==> src/rtl/sound_pkg.sv <==
// Shared types and defaults for the audio playback path.
// Holds the controller state encoding and sample-period helpers.
package sound_pkg;

    localparam int ADDR_W_DEF = 16;
    localparam int DATA_W_DEF = 32;
    localparam int DIV_W_DEF  = 11;
    localparam int MIN_DIV    = 3;

    typedef enum logic [1:0] {
        ST_IDLE,
        ST_PLAY,
        ST_PAUSE,
        ST_DONE
    } play_state_t;

    // Shorter periods leave no room between address and data phases.
    function automatic int unsigned clamp_div(input int unsigned d);
        return (d < MIN_DIV) ? MIN_DIV : d;
    endfunction

endpackage

==> src/rtl/sample_tick.sv <==
// Sample-period phase counter: counts 0..div-1 while enabled.
// tick marks the last phase of a period.
module sample_tick
    import sound_pkg::*;
#(
    parameter int DIV_W = DIV_W_DEF
) (
    input  logic             clk,
    input  logic             rstn,
    input  logic             en,
    input  logic             clr,
    input  logic [DIV_W-1:0] div,
    output logic [DIV_W-1:0] cnt,
    output logic             tick
);

    logic last;

    assign last = (cnt == div - DIV_W'(1));
    assign tick = en && last;

    always_ff @(posedge clk or negedge rstn) begin
        if (!rstn) begin
            cnt <= '0;
        end else if (clr) begin
            cnt <= '0;
        end else if (en) begin
            cnt <= last ? '0 : cnt + DIV_W'(1);
        end
    end

endmodule

==> src/rtl/playback_ctrl.sv <==
// Sample-ROM playback controller feeding the PWM stage.
// Steps through a latched address range at a fixed sample period.
module playback_ctrl
    import sound_pkg::*;
#(
    parameter int ADDR_W = ADDR_W_DEF,
    parameter int DATA_W = DATA_W_DEF,
    parameter int DIV_W  = DIV_W_DEF
) (
    input  logic              clk,
    input  logic              rstn,
    input  logic              start,
    input  logic              stop,
    input  logic              pause,
    input  logic              loop_en,
    input  logic [ADDR_W-1:0] start_addr,
    input  logic [ADDR_W-1:0] end_addr,
    input  logic [DIV_W-1:0]  rate_div,
    output logic [ADDR_W-1:0] rom_addr,
    input  logic [DATA_W-1:0] rom_data,
    output logic [DATA_W-1:0] sample,
    output logic              sample_valid,
    output logic              aud_en,
    output logic              busy,
    output logic              done,
    output logic              err
);

    play_state_t state_q, state_d;

    logic [ADDR_W-1:0] start_q;
    logic [ADDR_W-1:0] end_q;
    logic [DIV_W-1:0]  div_q;
    logic [DIV_W-1:0]  cnt;
    logic              tick;
    logic              last_q;

    logic idle_like;
    logic active;
    logic range_ok;
    logic accept;
    logic reject;
    logic en;
    logic load;
    logic kill;

    assign idle_like = (state_q == ST_IDLE) || (state_q == ST_DONE);
    assign active    = (state_q == ST_PLAY) || (state_q == ST_PAUSE);
    assign range_ok  = (start_addr <= end_addr);
    assign accept    = idle_like && start && !stop && range_ok;
    assign reject    = idle_like && start && !stop && !range_ok;
    // Counting resumes on the same edge that leaves PAUSE.
    assign en        = active && !pause && !stop;
    assign load      = en && (cnt == DIV_W'(1));
    assign kill      = stop && (state_q != ST_IDLE);

    sample_tick #(
        .DIV_W(DIV_W)
    ) u_tick (
        .clk (clk),
        .rstn(rstn),
        .en  (en),
        .clr (accept),
        .div (div_q),
        .cnt (cnt),
        .tick(tick)
    );

    always_ff @(posedge clk or negedge rstn) begin
        if (!rstn) begin
            state_q <= ST_IDLE;
        end else begin
            state_q <= state_d;
        end
    end

    always_comb begin
        state_d = state_q;
        unique case (state_q)
            ST_IDLE, ST_DONE: begin
                state_d = accept ? ST_PLAY : ST_IDLE;
            end
            ST_PLAY: begin
                if (stop)
                    state_d = ST_IDLE;
                else if (pause)
                    state_d = ST_PAUSE;
                else if (tick && last_q)
                    state_d = ST_DONE;
            end
            ST_PAUSE: begin
                if (stop)
                    state_d = ST_IDLE;
                else if (!pause)
                    state_d = (tick && last_q) ? ST_DONE : ST_PLAY;
            end
            default: state_d = ST_IDLE;
        endcase
    end

    always_comb begin
        aud_en = active;
        busy   = active;
        done   = (state_q == ST_DONE);
    end

    always_ff @(posedge clk or negedge rstn) begin
        if (!rstn) begin
            start_q      <= '0;
            end_q        <= '0;
            div_q        <= DIV_W'(MIN_DIV);
            rom_addr     <= '0;
            sample       <= '0;
            sample_valid <= 1'b0;
            err          <= 1'b0;
            last_q       <= 1'b0;
        end else begin
            sample_valid <= load;
            err          <= reject;
            if (accept) begin
                start_q  <= start_addr;
                end_q    <= end_addr;
                div_q    <= DIV_W'(clamp_div(32'(rate_div)));
                rom_addr <= start_addr;
                last_q   <= 1'b0;
            end else if (load) begin
                sample <= rom_data;
                if (rom_addr < end_q)
                    rom_addr <= rom_addr + ADDR_W'(1);
                else if (loop_en)
                    rom_addr <= start_q;
                else
                    last_q <= 1'b1;
            end
            if (kill)
                sample <= '0;
        end
    end

endmodule

==> config.mk <==
export PLATFORM = sky130hd
export DESIGN_NAME = playback_ctrl
export DESIGN_NICKNAME = d
export VERILOG_FILES = /design/src/rtl/sound_pkg.sv /design/src/rtl/sample_tick.sv /design/src/rtl/playback_ctrl.sv
export SDC_FILE = /design/constraint.sdc
export NUM_CORES = 1
export LEC_CHECK = 0
export ABC_CLOCK_PERIOD_IN_PS = 3000
export BUFFER_PORTS_ARGS = -buffer_cell sky130_fd_sc_hd__buf_2
export CAP_MARGIN = 15
export CORE_ASPECT_RATIO = 1.4
export CORE_MARGIN = 2
export CORE_UTILIZATION = 49
export CTS_CLUSTER_SIZE = 40
export DETAILED_ROUTE_END_ITERATION = 16
export MAX_ROUTING_LAYER = met4
export PLACE_DENSITY = 0.77
export SLEW_MARGIN = 20
export SYNTH_ARGS = -nofsm -noshare
export SYNTH_HDL_FRONTEND = slang
export SYNTH_SLANG_ARGS = --single-unit
export TNS_END_PERCENT = 20
==> constraint.sdc <==
create_clock -name clk -period 3 [get_ports clk]
set_clock_uncertainty 0.15 [all_clocks]
set_input_delay 0.45 -clock clk [delete_from_list [all_inputs] [get_ports clk]]
set_output_delay 0.45 -clock clk [all_outputs]
set_load 0.005 [all_outputs]
==> implementation parameters, run 1 <==
Parameter                              Value

Clock tree
  CTS H-tree depth    3
  CTS tree    yes
  Clock latency reported for the late side of the worst-skew pair    between 300 and 400 ps
  Clock transition at the registers of the reported paths    roughly 70 ps
  CTS max path bufs    2
  Number of buffers created by CTS    9
  Clock tree sinks    107
  Root Buffer Master    sky130_fd_sc_hd__clkbuf_16

Die
  Die H    about 140 microns
  Die boundary width    98.8 microns
  Core box area    ~0.012 sq mm
  I/O pins    134
  Number of placement rows    48
  Starting utilization of the core area    50.0%
  Area of the die    between 0.01 and 0.015 sq mm

Worst setup path
  Worst setup SP type    register
  Data arrival at the endpoint of the critical path    2930 ps
  Register-to-register setup slack    110 ps
  RR Startpoint    rom_addr[9]
  Class of the most critical setup path    reg -> reg
  Count of cells along the worst register-to-register path    8
  Worst setup EP type    register
  Worst path required time    3030 ps
  Worst-path fanout max    15
  R2R Path End    rom_addr[2]

Global routing
  Met3 Resource Use GR    around 3.6%
  Highest-utilization routing layer at the global route stage    met2
  Global-route wire length before repair    26.8 mm
  GRT Util Overall    25.2%
  Vias in the first global route    5614
  Met2 Use GR    approximately 42%
  Global Route met1 Usage    roughly a third
  Global route total overflow    0
  Maximum number of pins on one net before global-route repair    77
  Antenna violations before repair    0

Final layout
  Area of combinational cells with multiple inputs    0.00314 sq mm
  Design area    0.00757 sq mm
  Final net count    ~990
  Fill cell count    ~1100
  Proportion of layout cells with a drive suffix above 1    between 20% and 30%
  Layout-stage area growth over the synthesis result    22.9%
  Sequential cell area    between 0.002 and 0.003 sq mm
  Antenna Cells    0

Power
  Power per cell area    701 mW/mm^2
  Total power consumption of the routed design    about 5300 uW
  Worst ir drop on vdd    roughly 0.00037 V
  Leakage power of the design    0.00385 uW

Run status
  Result of the run    completed

Synth
  Primary FF master, synth    sky130_fd_sc_hd__dfrtp_1
  Most common cell in the synthesized netlist    sky130_fd_sc_hd__nand2_1
  Number of nets produced by synthesis    between 800 and 900
  Count of warnings emitted by yosys    0
  Post-synthesis instance area    roughly 0.0062 sq mm
  Cell type with the largest total area after synthesis    sky130_fd_sc_hd__dfrtp_1
  Most instantiated cells after synthesis    181 x sky130_fd_sc_hd__nand2_1, 105 x sky130_fd_sc_hd__dfrtp_1, 51 x sky130_fd_sc_hd__inv_1
  EDFF count, synth    0
  Part of the Yosys area used for sequential elements    a little over two fifths
  Cells after Synth    between 700 and 800
  Largest cells by area after synthesis    sky130_fd_sc_hd__dfrtp_1 43%, sky130_fd_sc_hd__nand2_1 11%, sky130_fd_sc_hd__ha_1 7.9%
  Portion of synthesized cell area occupied by the leading cell type    42.7%
  Avg Cell Area, Syn    between 8 and 9 sq um
  Share of async-settable or async-resettable flops after synthesis    100%
  Count of unique library cells instantiated by Yosys    53
  FF+latch count, synth    ~110

Hold path
  Cell count of the worst hold path    3
  Hold Path Class    in -> reg
  Hold worst-path end    div_q[10]
  Hold Path Origin    rate_div[10]

Route
  Via total after detailed routing    5497
  Vias per cell    5.39
  DRC marker count from the first detailed-route iteration    ~250
  Number of DRC violations after detailed routing    0
  Total Wirelength    between 15 and 20 mm
  Remaining antenna violation count    0
  Initial DRT Pass Iterations    4
  Post-detailed-route wirelength per cell    around 15 microns

Timing
  Final critical delay including setup and external delays    approximately 2900 ps
  Final setup violation count    0
  Endpoints failing hold    0
  Tightest Pin Transition    approximately 760 ps
  Headroom to the max-slew limit    between 40% and 50%
  Max-slew violation count    0
  Fmax    346 MHz
  Post-route fraction of the period consumed by the critical path    about 96%
  Unrepaired setup endpoints after global routing    yes

Placement
  Final estimated routing congestion in global placement    about 0.85
  Post-detailed-placement cell area    approximately 0.0072 sq mm
  DP HPWL    between 10 and 15 mm
  Port-buffer cells    roughly 130

Run
  Max cap viols    0
[state kept, by name, summed over array words and instances (netlist names)]
name / flops
u_tick.cnt: 11
sample: 32
div_q: 11
last_q: 1
start_q: 16
rom_addr: 16
err: 1
end_q: 16
state_q: 2
sample_valid: 1
[stage by stage]
| step | std cells | hold WS, ps | setup WS, ps | util, % | TNS (ps) |
|---|---|---|---|---|---|
| floorplan | 707 | 4.41 | 412 | - | 0 |
| global placement | 1003 | 267 | -164 | 58.7 | -3710 |
| detailed placement | 1003 | 271 | -304 | 58.7 | -5350 |
| CTS | 1020 | 144 | 152 | 61.5 | 0 |
| global route | 1020 | 168 | -41.7 | 61.5 | -251 |
| finish | 1020 | 154 | 107 | 61.5 | 0 |
[routing by layer]
layer,up-vias,part of all wire [%]
met5,-,0
met4,0,2.6
met3,29,3.7
met2,150,51
met1,2639,43
li1,2679,-
[logic make-up (layout without fill, tap and decap cells)]
group	after synthesis	after routing	synth area share, %
xor+xnor	39	39	5.55
flops	107	107	43.5
mux	19	19	3.11
fa+ha+maj	39	39	7.92
simple gates	308	308	22.6
buf+inv	83	246	5.69
compound gates	112	112	11.6
[final cells by class]
class	count	share of cell area, %
Multi-Input combinational cell	517	41.5
Tap cell	150	2.48
Sequential cell	107	35.4
Clock buffer	9	2.98
Clock inverter	7	1.34
Timing Repair Buffer	179	13.8
Inverter	51	2.53
[report_power, final]
group | leakage [uW] | switching, uW | internal [uW]
Clock | 0.000152 | 567 | 738
Combinational | 0.00233 | 1030 | 938
Sequential | 0.00137 | 253 | 1780
Total | 0.00385 | 1850 | 3450
[how the worst max path moves through the flow]
stage                               to  slack (ps)         start  cells after the start
after floorplan            rom_addr[2]         410  rom_addr[11]                      9
after global placement    rom_addr[11]        -160   end_addr[1]                     10
after detailed placement   rom_addr[2]        -300   end_addr[1]                     10
after CTS                  rom_addr[7]         150  rom_addr[11]                      8
after global routing       rom_addr[2]         -40  rom_addr[11]                      8
final                      rom_addr[2]         110   rom_addr[9]                      8
[worst max-delay path, cell delays in order (launching register included)]
cell and delay (ps):
sky130_fd_sc_hd__dfrtp_1 410, sky130_fd_sc_hd__ha_1 320, sky130_fd_sc_hd__nand2_1 70, sky130_fd_sc_hd__nor3_1 210, sky130_fd_sc_hd__or3b_1 380, sky130_fd_sc_hd__a21oi_1 210
sky130_fd_sc_hd__nor3_1 110, sky130_fd_sc_hd__a211oi_4 630, sky130_fd_sc_hd__a221oi_1 240
[cells in the final DEF, fill, tap and decap left out, types with 3 or more instances in the layout]
master,instances
sky130_fd_sc_hd__a211oi_1,3
sky130_fd_sc_hd__a21oi_1,46
sky130_fd_sc_hd__a221oi_1,15
sky130_fd_sc_hd__and2_1,4
sky130_fd_sc_hd__and3_1,7
sky130_fd_sc_hd__buf_2,132
sky130_fd_sc_hd__buf_4,43
sky130_fd_sc_hd__clkbuf_16,9
sky130_fd_sc_hd__dfrtp_1,105
sky130_fd_sc_hd__ha_1,39
sky130_fd_sc_hd__inv_1,51
sky130_fd_sc_hd__mux2i_1,18
sky130_fd_sc_hd__nand2_1,181
sky130_fd_sc_hd__nand2b_1,18
sky130_fd_sc_hd__nand3_1,12
sky130_fd_sc_hd__nand4_1,13
sky130_fd_sc_hd__nor2_1,42
sky130_fd_sc_hd__nor2b_1,5
sky130_fd_sc_hd__nor3_1,8
sky130_fd_sc_hd__nor4_1,7
sky130_fd_sc_hd__o21ai_0,26
sky130_fd_sc_hd__xnor2_1,24
sky130_fd_sc_hd__xor2_1,15
[timing repair]
action / 4_1_cts / 5_1_grt
resized for setup: 1 / 1
buffers inserted: 0 / 0
pin swaps: 0 / 0
hold buffers: 1 / 0
endpoints found under the hold margin: 29 / 0
setup endpoints to repair: 15 / 23
cloned: 0 / 0
(Power assumes the default switching activity.)
==> inputs of run 2 (changes only) <==
ABC_CLOCK_PERIOD_IN_PS = 3450   (was 3000)
PLACE_DENSITY = 0.75   (was 0.77)
clock period = 3.45 ns   (was 3 ns; I/O delays follow)
==> run 2 against run 1 <==
Net effect:
- worst hold slack worse by 45 ps
- flip-flop and latch count stayed put
- design area is 3.9% lower
- largest power group unchanged
- highest routed layer unchanged
==> implementation parameters, run 2 (synthesis gave the netlist of run 1 again) <==
Parameter                              Value

Final layout
  Area of combinational cells with multiple inputs    0.00314 sq mm (unchanged)
  Design area    0.00728 sq mm (-3.9%)
  Sequential cell area    0.00268 sq mm (unchanged)
  Leading cell types in the layout, fill and taps excluded    181 x sky130_fd_sc_hd__nand2_1, 132 x sky130_fd_sc_hd__buf_2, 105 x sky130_fd_sc_hd__dfrtp_1, 51 x sky130_fd_sc_hd__inv_1, 46 x sky130_fd_sc_hd__a21oi_1
  Most frequent standard cell in the layout excluding fill and tap cells    sky130_fd_sc_hd__nand2_1
  Largest register by flop count    sample
  Fill cell count    1130 (+5.8%)
  Layout-stage area growth over the synthesis result    18.1%
  Proportion of layout cells with a drive suffix above 1    21.0% (-2.9 points)
  Final core utilization    59.1% (-2.4 points)
  Flip-flop count of the largest register after layout    32 (unchanged)
  Antenna Cells    0 (unchanged)
  Final net count    952 (-3.4%)

Die
  I/O pins    134 (unchanged)
  Core box area    0.0123 sq mm (unchanged)
  Number of placement rows    48 (unchanged)
  Die H    137 microns (unchanged)
  Starting utilization of the core area    50.0% (unchanged)
  Area of the die    0.0135 sq mm (unchanged)
  Die boundary width    98.8 microns (unchanged)

Clock tree
  Clock tree sinks    107 (unchanged)
  CTS H-tree depth    3 (unchanged)
  Number of setup buffers added after CTS    0 (unchanged)
  CTS max path bufs    2 (unchanged)
  Number of buffers created by CTS    9 (unchanged)
  CTS tree    yes
  Number of hold buffers added after cts    0 (-1)
  Root Buffer Master    sky130_fd_sc_hd__clkbuf_16
  Post-cts sizing count    0 (-1)
  Clock transition at the registers of the reported paths    80 ps (about the same)
  Clock latency reported for the late side of the worst-skew pair    350 ps (about the same)

Global routing
  Antenna violations before repair    0 (unchanged)
  Global route total overflow    0 (unchanged)
  Global Route met1 Usage    29.5% (-1.8 points)
  Global-route wire length before repair    24.5 mm (-8.7%)
  GRT Util Overall    23.1% (-2.2 points)
  Met3 Resource Use GR    3.63% (+0.051 points)
  Highest-utilization routing layer at the global route stage    met2
  Met2 Use GR    37.8% (-4.5 points)
  Maximum number of pins on one net before global-route repair    65 (-16%)
  Vias in the first global route    5187 (-7.6%)

Route
  Remaining antenna violation count    0 (unchanged)
  Initial DRT Pass Iterations    4 (unchanged)
  Total Wirelength    14.6 mm (-7.5%)
  Number of DRC violations after detailed routing    0 (unchanged)
  DRC marker count from the first detailed-route iteration    214 (-13%)
  Via total after detailed routing    5243 (-4.6%)
  Post-detailed-route wirelength per cell    14.8 microns (-4.4%)
  Vias per cell    5.31 (-1.4%)

Timing
  Final setup violation count    0 (unchanged)
  Final critical delay including setup and external delays    3080 ps (+183 ps)
  Post-route setup slack    374 ps (+267 ps)
  Endpoints failing hold    0 (unchanged)
  Setup TNS    0 ps (unchanged)
  Headroom to the max-slew limit    44.9% (-4.1 points)
  Max-slew violation count    0 (unchanged)
  Fmax    325 MHz (-6.0%)
  Tightest Pin Transition    826 ps (+63.2 ps)
  Post-route fraction of the period consumed by the critical path    89.2% (-7.3 points)
  Unrepaired setup endpoints after global routing    no

Worst setup path
  Class of the most critical setup path    reg -> reg
  Data arrival at the endpoint of the critical path    3120 ps (+190 ps)
  Count of cells along the worst register-to-register path    8 (unchanged)
  Worst setup EP type    register
  Worst setup SP type    register
  R2R Path End    rom_addr[13]
  Worst path required time    3490 ps (+460 ps)
  RR Startpoint    rom_addr[9]
  Register-to-register setup slack    370 ps (+270 ps)
  Startpoint of the worst setup timing path    rom_addr[9]
  Worst-path fanout max    15 (unchanged)

Placement
  Final estimated routing congestion in global placement    0.844 (-0.41%)
  Port-buffer cells    133 (unchanged)
  DP HPWL    10.7 mm (-5.0%)
  Post-detailed-placement cell area    0.00697 sq mm (-3.5%)
  Pre-CTS setup slack    64.4 ps (+368 ps)

Power
  Leakage power of the design    0.00368 uW (-4.4%)
  Power per cell area    605 mW/mm^2 (-14%)
  Worst ir drop on vdd    0.000318 V (-14%)

Run status
  Result of the run    completed

Hold path
  Hold Path Class    in -> async

Run
  Max cap viols    0 (unchanged)
-- run 2: how the worst max path moves through the flow --
stage	endpoint	slack, ps	cells past startpoint
floorplan	rom_addr[2]	800	10
global placement	rom_addr[13]	130	8
detailed placement	rom_addr[10]	60	10
CTS	rom_addr[5]	130	8
global route	rom_addr[8]	200	8
finish	rom_addr[13]	370	8
-- run 2: area by class of cell --
type / count / area share, %
repair buffers: 146 / 10.7
clock inverters: 7 / 1.03
well taps: 150 / 2.58
inverters: 51 / 2.63
clock buffers: 9 / 3.09
multi-input cells: 517 / 43.1
flip-flops and latches: 107 / 36.8
-- run 2: routing by layer --
metal | vias up | share of wire [%]
met5 | - | 0
li1 | 2609 | -
met2 | 135 | 49
met1 | 2480 | 44
met4 | 0 | 1.9
met3 | 19 | 4.9
-- run 2: metrics by stage --
stage / hold slack [ps] / cells / total power [uW]
3_5_place_dp: 304 / 971 / 3380
5_1_grt: 181 / 987 / 4720
2_1_floorplan: 71.9 / 707 / 2860
3_3_place_gp: 298 / 971 / 3340
4_1_cts: 152 / 987 / 4430
6_report: 109 / 987 / 4400
-- run 2: critical path, cell delays in order, from the launching register on --
cell	delay (ps)
sky130_fd_sc_hd__dfrtp_1	450
sky130_fd_sc_hd__ha_1	330
sky130_fd_sc_hd__nand2_1	50
sky130_fd_sc_hd__nor3_1	240
sky130_fd_sc_hd__or3b_1	430
sky130_fd_sc_hd__a21oi_1	310
sky130_fd_sc_hd__nor3_1	140
sky130_fd_sc_hd__a211oi_4	600
sky130_fd_sc_hd__a221oi_1	210
-- run 2: power breakdown --
| part | internal (uW) | switching (uW) |
|---|---|---|
| Combinational | 745 | 819 |
| Sequential | 1540 | 252 |
| Clock | 517 | 523 |
| Total | 2810 | 1590 |
==> inputs of run 3 (changes only) <==
ABC_CLOCK_PERIOD_IN_PS = 2830   (was 3450)
BUFFER_PORTS_ARGS = -buffer_cell sky130_fd_sc_hd__buf_4   (was -buffer_cell sky130_fd_sc_hd__buf_2)
PLACE_DENSITY = 0.78   (was 0.75)
clock period = 2.83 ns   (was 3.45 ns; I/O delays follow)
==> run 3 against run 2 <==
Net effect:
- flip-flop and latch count unchanged
- sequential power increased by 19%
- count of clock-buffer cells in the layout stayed put
- maximum frequency is 17% higher
- routed wire length increased by 6.5%
- worst hold slack improved by 18 ps
- total power is 31% higher
- non-clock buffer count increased by 43
- via count up 3.0%
- critical path type unchanged
- largest cell class unchanged
- largest power group is now combinational cells
==> implementation parameters, run 3 (synthesis gave the netlist of run 1 again) <==
Parameter                              Value

Final layout
  Proportion of layout cells with a drive suffix above 1    25.1% (+4.1 points)
  Antenna Cells    0 (unchanged)
  Layout-stage area growth over the synthesis result    29.8%
  Leading cell types in the layout, fill and taps excluded    184 x sky130_fd_sc_hd__buf_4, 181 x sky130_fd_sc_hd__nand2_1, 105 x sky130_fd_sc_hd__dfrtp_1, 51 x sky130_fd_sc_hd__inv_1, 45 x sky130_fd_sc_hd__a21oi_1
  Flip-flop count of the largest register after layout    32 (unchanged)
  Largest register by flop count    sample
  Most frequent standard cell in the layout excluding fill and tap cells    sky130_fd_sc_hd__buf_4
  Final net count    995 (+4.5%)
  Final core utilization    64.9% (+5.8 points)
  Design area    0.00799 sq mm (+9.8%)

Timing
  Post-route setup slack    194 ps (-180 ps)
  Endpoints failing hold    0 (unchanged)
  Final setup violation count    0 (unchanged)
  Headroom to the max-slew limit    63.9% (+19 points)
  Unrepaired setup endpoints after global routing    no
  Tightest Pin Transition    542 ps (-285 ps)
  Post-route fraction of the period consumed by the critical path    93.2% (+4.0 points)
  Max-slew violation count    0 (unchanged)
  Final critical delay including setup and external delays    2640 ps (-440 ps)
  Fmax    379 MHz (+17%)

Die
  Starting utilization of the core area    50.0% (unchanged)
  Area of the die    0.0135 sq mm (unchanged)
  Die boundary width    98.8 microns (unchanged)
  Number of placement rows    48 (unchanged)
  I/O pins    134 (unchanged)
  Core box area    0.0123 sq mm (unchanged)
  Die H    137 microns (unchanged)

Power
  Clk network pwr share    23.2% (-0.4 points)
  Cell-internal power    3760 uW (+34%)
  Power per cell area    720 mW/mm^2 (+19%)
  Sw Ratio    34.7% (-1.6 points)
  Worst ir drop on vdd    0.000405 V (+28%)
  Total power consumption of the routed design    5750 uW (+31%)
  Combinational power share    39.7% (+4.1 points)
  Reported net switching power    1990 uW (+25%)
  Leakage power of the design    0.00399 uW (+8.5%)
  Sequential share of power    37.1% (-3.7 points)

Route
  Remaining antenna violation count    0 (unchanged)
  Vias per cell    5.24 (-1.3%)
  Initial DRT Pass Iterations    4 (unchanged)
  DRC marker count from the first detailed-route iteration    230 (+7.5%)
  Total Wirelength    15.5 mm (+6.5%)
  Post-detailed-route wirelength per cell    15.1 microns (+2.0%)
  Number of DRC violations after detailed routing    0 (unchanged)
  Via total after detailed routing    5401 (+3.0%)

Clock tree
  Clock latency reported for the late side of the worst-skew pair    350 ps (about the same)
  Clock transition at the registers of the reported paths    80 ps (about the same)
  Clock tree sinks    107 (unchanged)
  Number of buffers created by CTS    9 (unchanged)
  CTS max path bufs    2 (unchanged)
  CTS tree    yes
  CTS H-tree depth    3 (unchanged)
  Root Buffer Master    sky130_fd_sc_hd__clkbuf_16

Hold path
  Hold Path Class    in -> reg

Run
  Max cap viols    0 (unchanged)

Run status
  Result of the run    completed

Placement
  DP HPWL    11.4 mm (+5.6%)
  Port-buffer cells    133 (unchanged)
  Pre-CTS setup slack    -383 ps (-447 ps)
  Final estimated routing congestion in global placement    0.913 (+8.2%)
  Post-detailed-placement cell area    0.00762 sq mm (+9.4%)

Global routing
  Global-route wire length before repair    25.5 mm (+4.0%)
  Global route total overflow    0 (unchanged)
  Vias in the first global route    5412 (+4.3%)
  Antenna violations before repair    0 (unchanged)
  Maximum number of pins on one net before global-route repair    63 (-3.1%)
  GRT Util Overall    24.1% (+0.97 points)

Worst setup path
  Worst setup EP type    register
  Slowest-stage cell, CP    sky130_fd_sc_hd__dfstp_2
  Count of buffer and inverter cells on the critical path    2 (+2)
  Worst setup SP type    register
  Max incr delay on CP    390 ps (-210 ps)
  Class of the most critical setup path    reg -> reg
  Worst-path fanout max    5 (-10)
  Crit-path leading delay family    simple AND/OR/NAND/NOR gates
  Cells traversed along the worst timing path    inv_1 -> ha_1 -> nor4b_4 -> nand2_1 -> nor4_1 -> a21oi_1 -> nor4b_2 -> buf_4 -> nand3_2 -> a221oi_2
  Worst path required time    2940 ps (-550 ps)
  Data arrival at the endpoint of the critical path    2740 ps (-380 ps)
-- run 3: changes by cell type in the layout (fill, tap and decap cells not counted), sizes merged --
| cell | change |
|---|---|
| bufinv | +1 |
| clkinvlp | -1 |
| clkinv | -1 |
| inv | +1 |
| dlygate4sd3 | +1 |
| buf | +42 |
-- run 3: area by class of cell --
| cell class | instances | area (sq um) |
|---|---|---|
| Clock inverter | 7 | 87.6 |
| Sequential cell | 107 | 2680 |
| Tap cell | 150 | 188 |
| Inverter | 51 | 191 |
| Timing Repair Buffer | 189 | 1470 |
| Clock buffer | 9 | 225 |
| Multi-Input combinational cell | 517 | 3150 |
| Fill cell | 1055 | 4320 |
-- run 3: routing by layer --
layer / share of wire (%) / global-route usage (%) / up-vias
met5: 0 / - / -
met4: 2.2 / 7.31 / 0
met3: 4.1 / 3.88 / 26
met2: 52 / 40.7 / 134
met1: 42 / 29.7 / 2549
li1: - / - / 2692
-- run 3: power by group through the flow --
stage / logic (uW) / clock network, uW / registers (uW)
CTS: 2280 / 1360 / 2130
detailed placement: 2260 / 0 / 2160
finish: 2290 / 1340 / 2130
global route: 2550 / 1430 / 2180
global placement: 2200 / 0 / 2150
floorplan: 1330 / 0 / 2160
-- run 3: through the flow --
stage / cells / hold slack, ps / TNS (ps)
after floorplan: 707 / -21.1 / 0
after global placement: 1011 / 239 / -8160
after detailed placement: 1011 / 238 / -10490
after CTS: 1030 / 118 / 0
after global routing: 1030 / 129 / 0
final: 1030 / 126 / 0
-- run 3: final timing paths --
check | from | to | slack [ps] | cells after the start
hold reg to reg | start_q[14] | start_q[14] | 320 | 2
max in group asynchronous | rstn | sample[24] | 1410 | 3
min in group asynchronous | rstn | end_q[11] | 400 | 2
setup reg to reg | div_q[0] | state_q[1] | 190 | 10
hold / removal | rate_div[4] | div_q[4] | 130 | 3
setup / recovery | div_q[0] | state_q[1] | 190 | 10
-- run 3: repair_timing --
| action | 4_1_cts | 5_1_grt |
|---|---|---|
| resized for setup | 1 | 7 |
| hold buffers | 1 | 0 |
| hold endpoints to repair | 28 | 0 |
| pin swaps | 1 | 0 |
| setup endpoints to repair | 15 | 31 |
| setup buffers | 2 | 0 |
-- run 3: worst reg2reg max path, delay by kind of cell, from the launching register on --
kind            cells  cell delay [ps]
compound gates      2              350
flops               1              390
fa+ha+maj           1              220
buf+inv             2              250
simple gates        5             1190
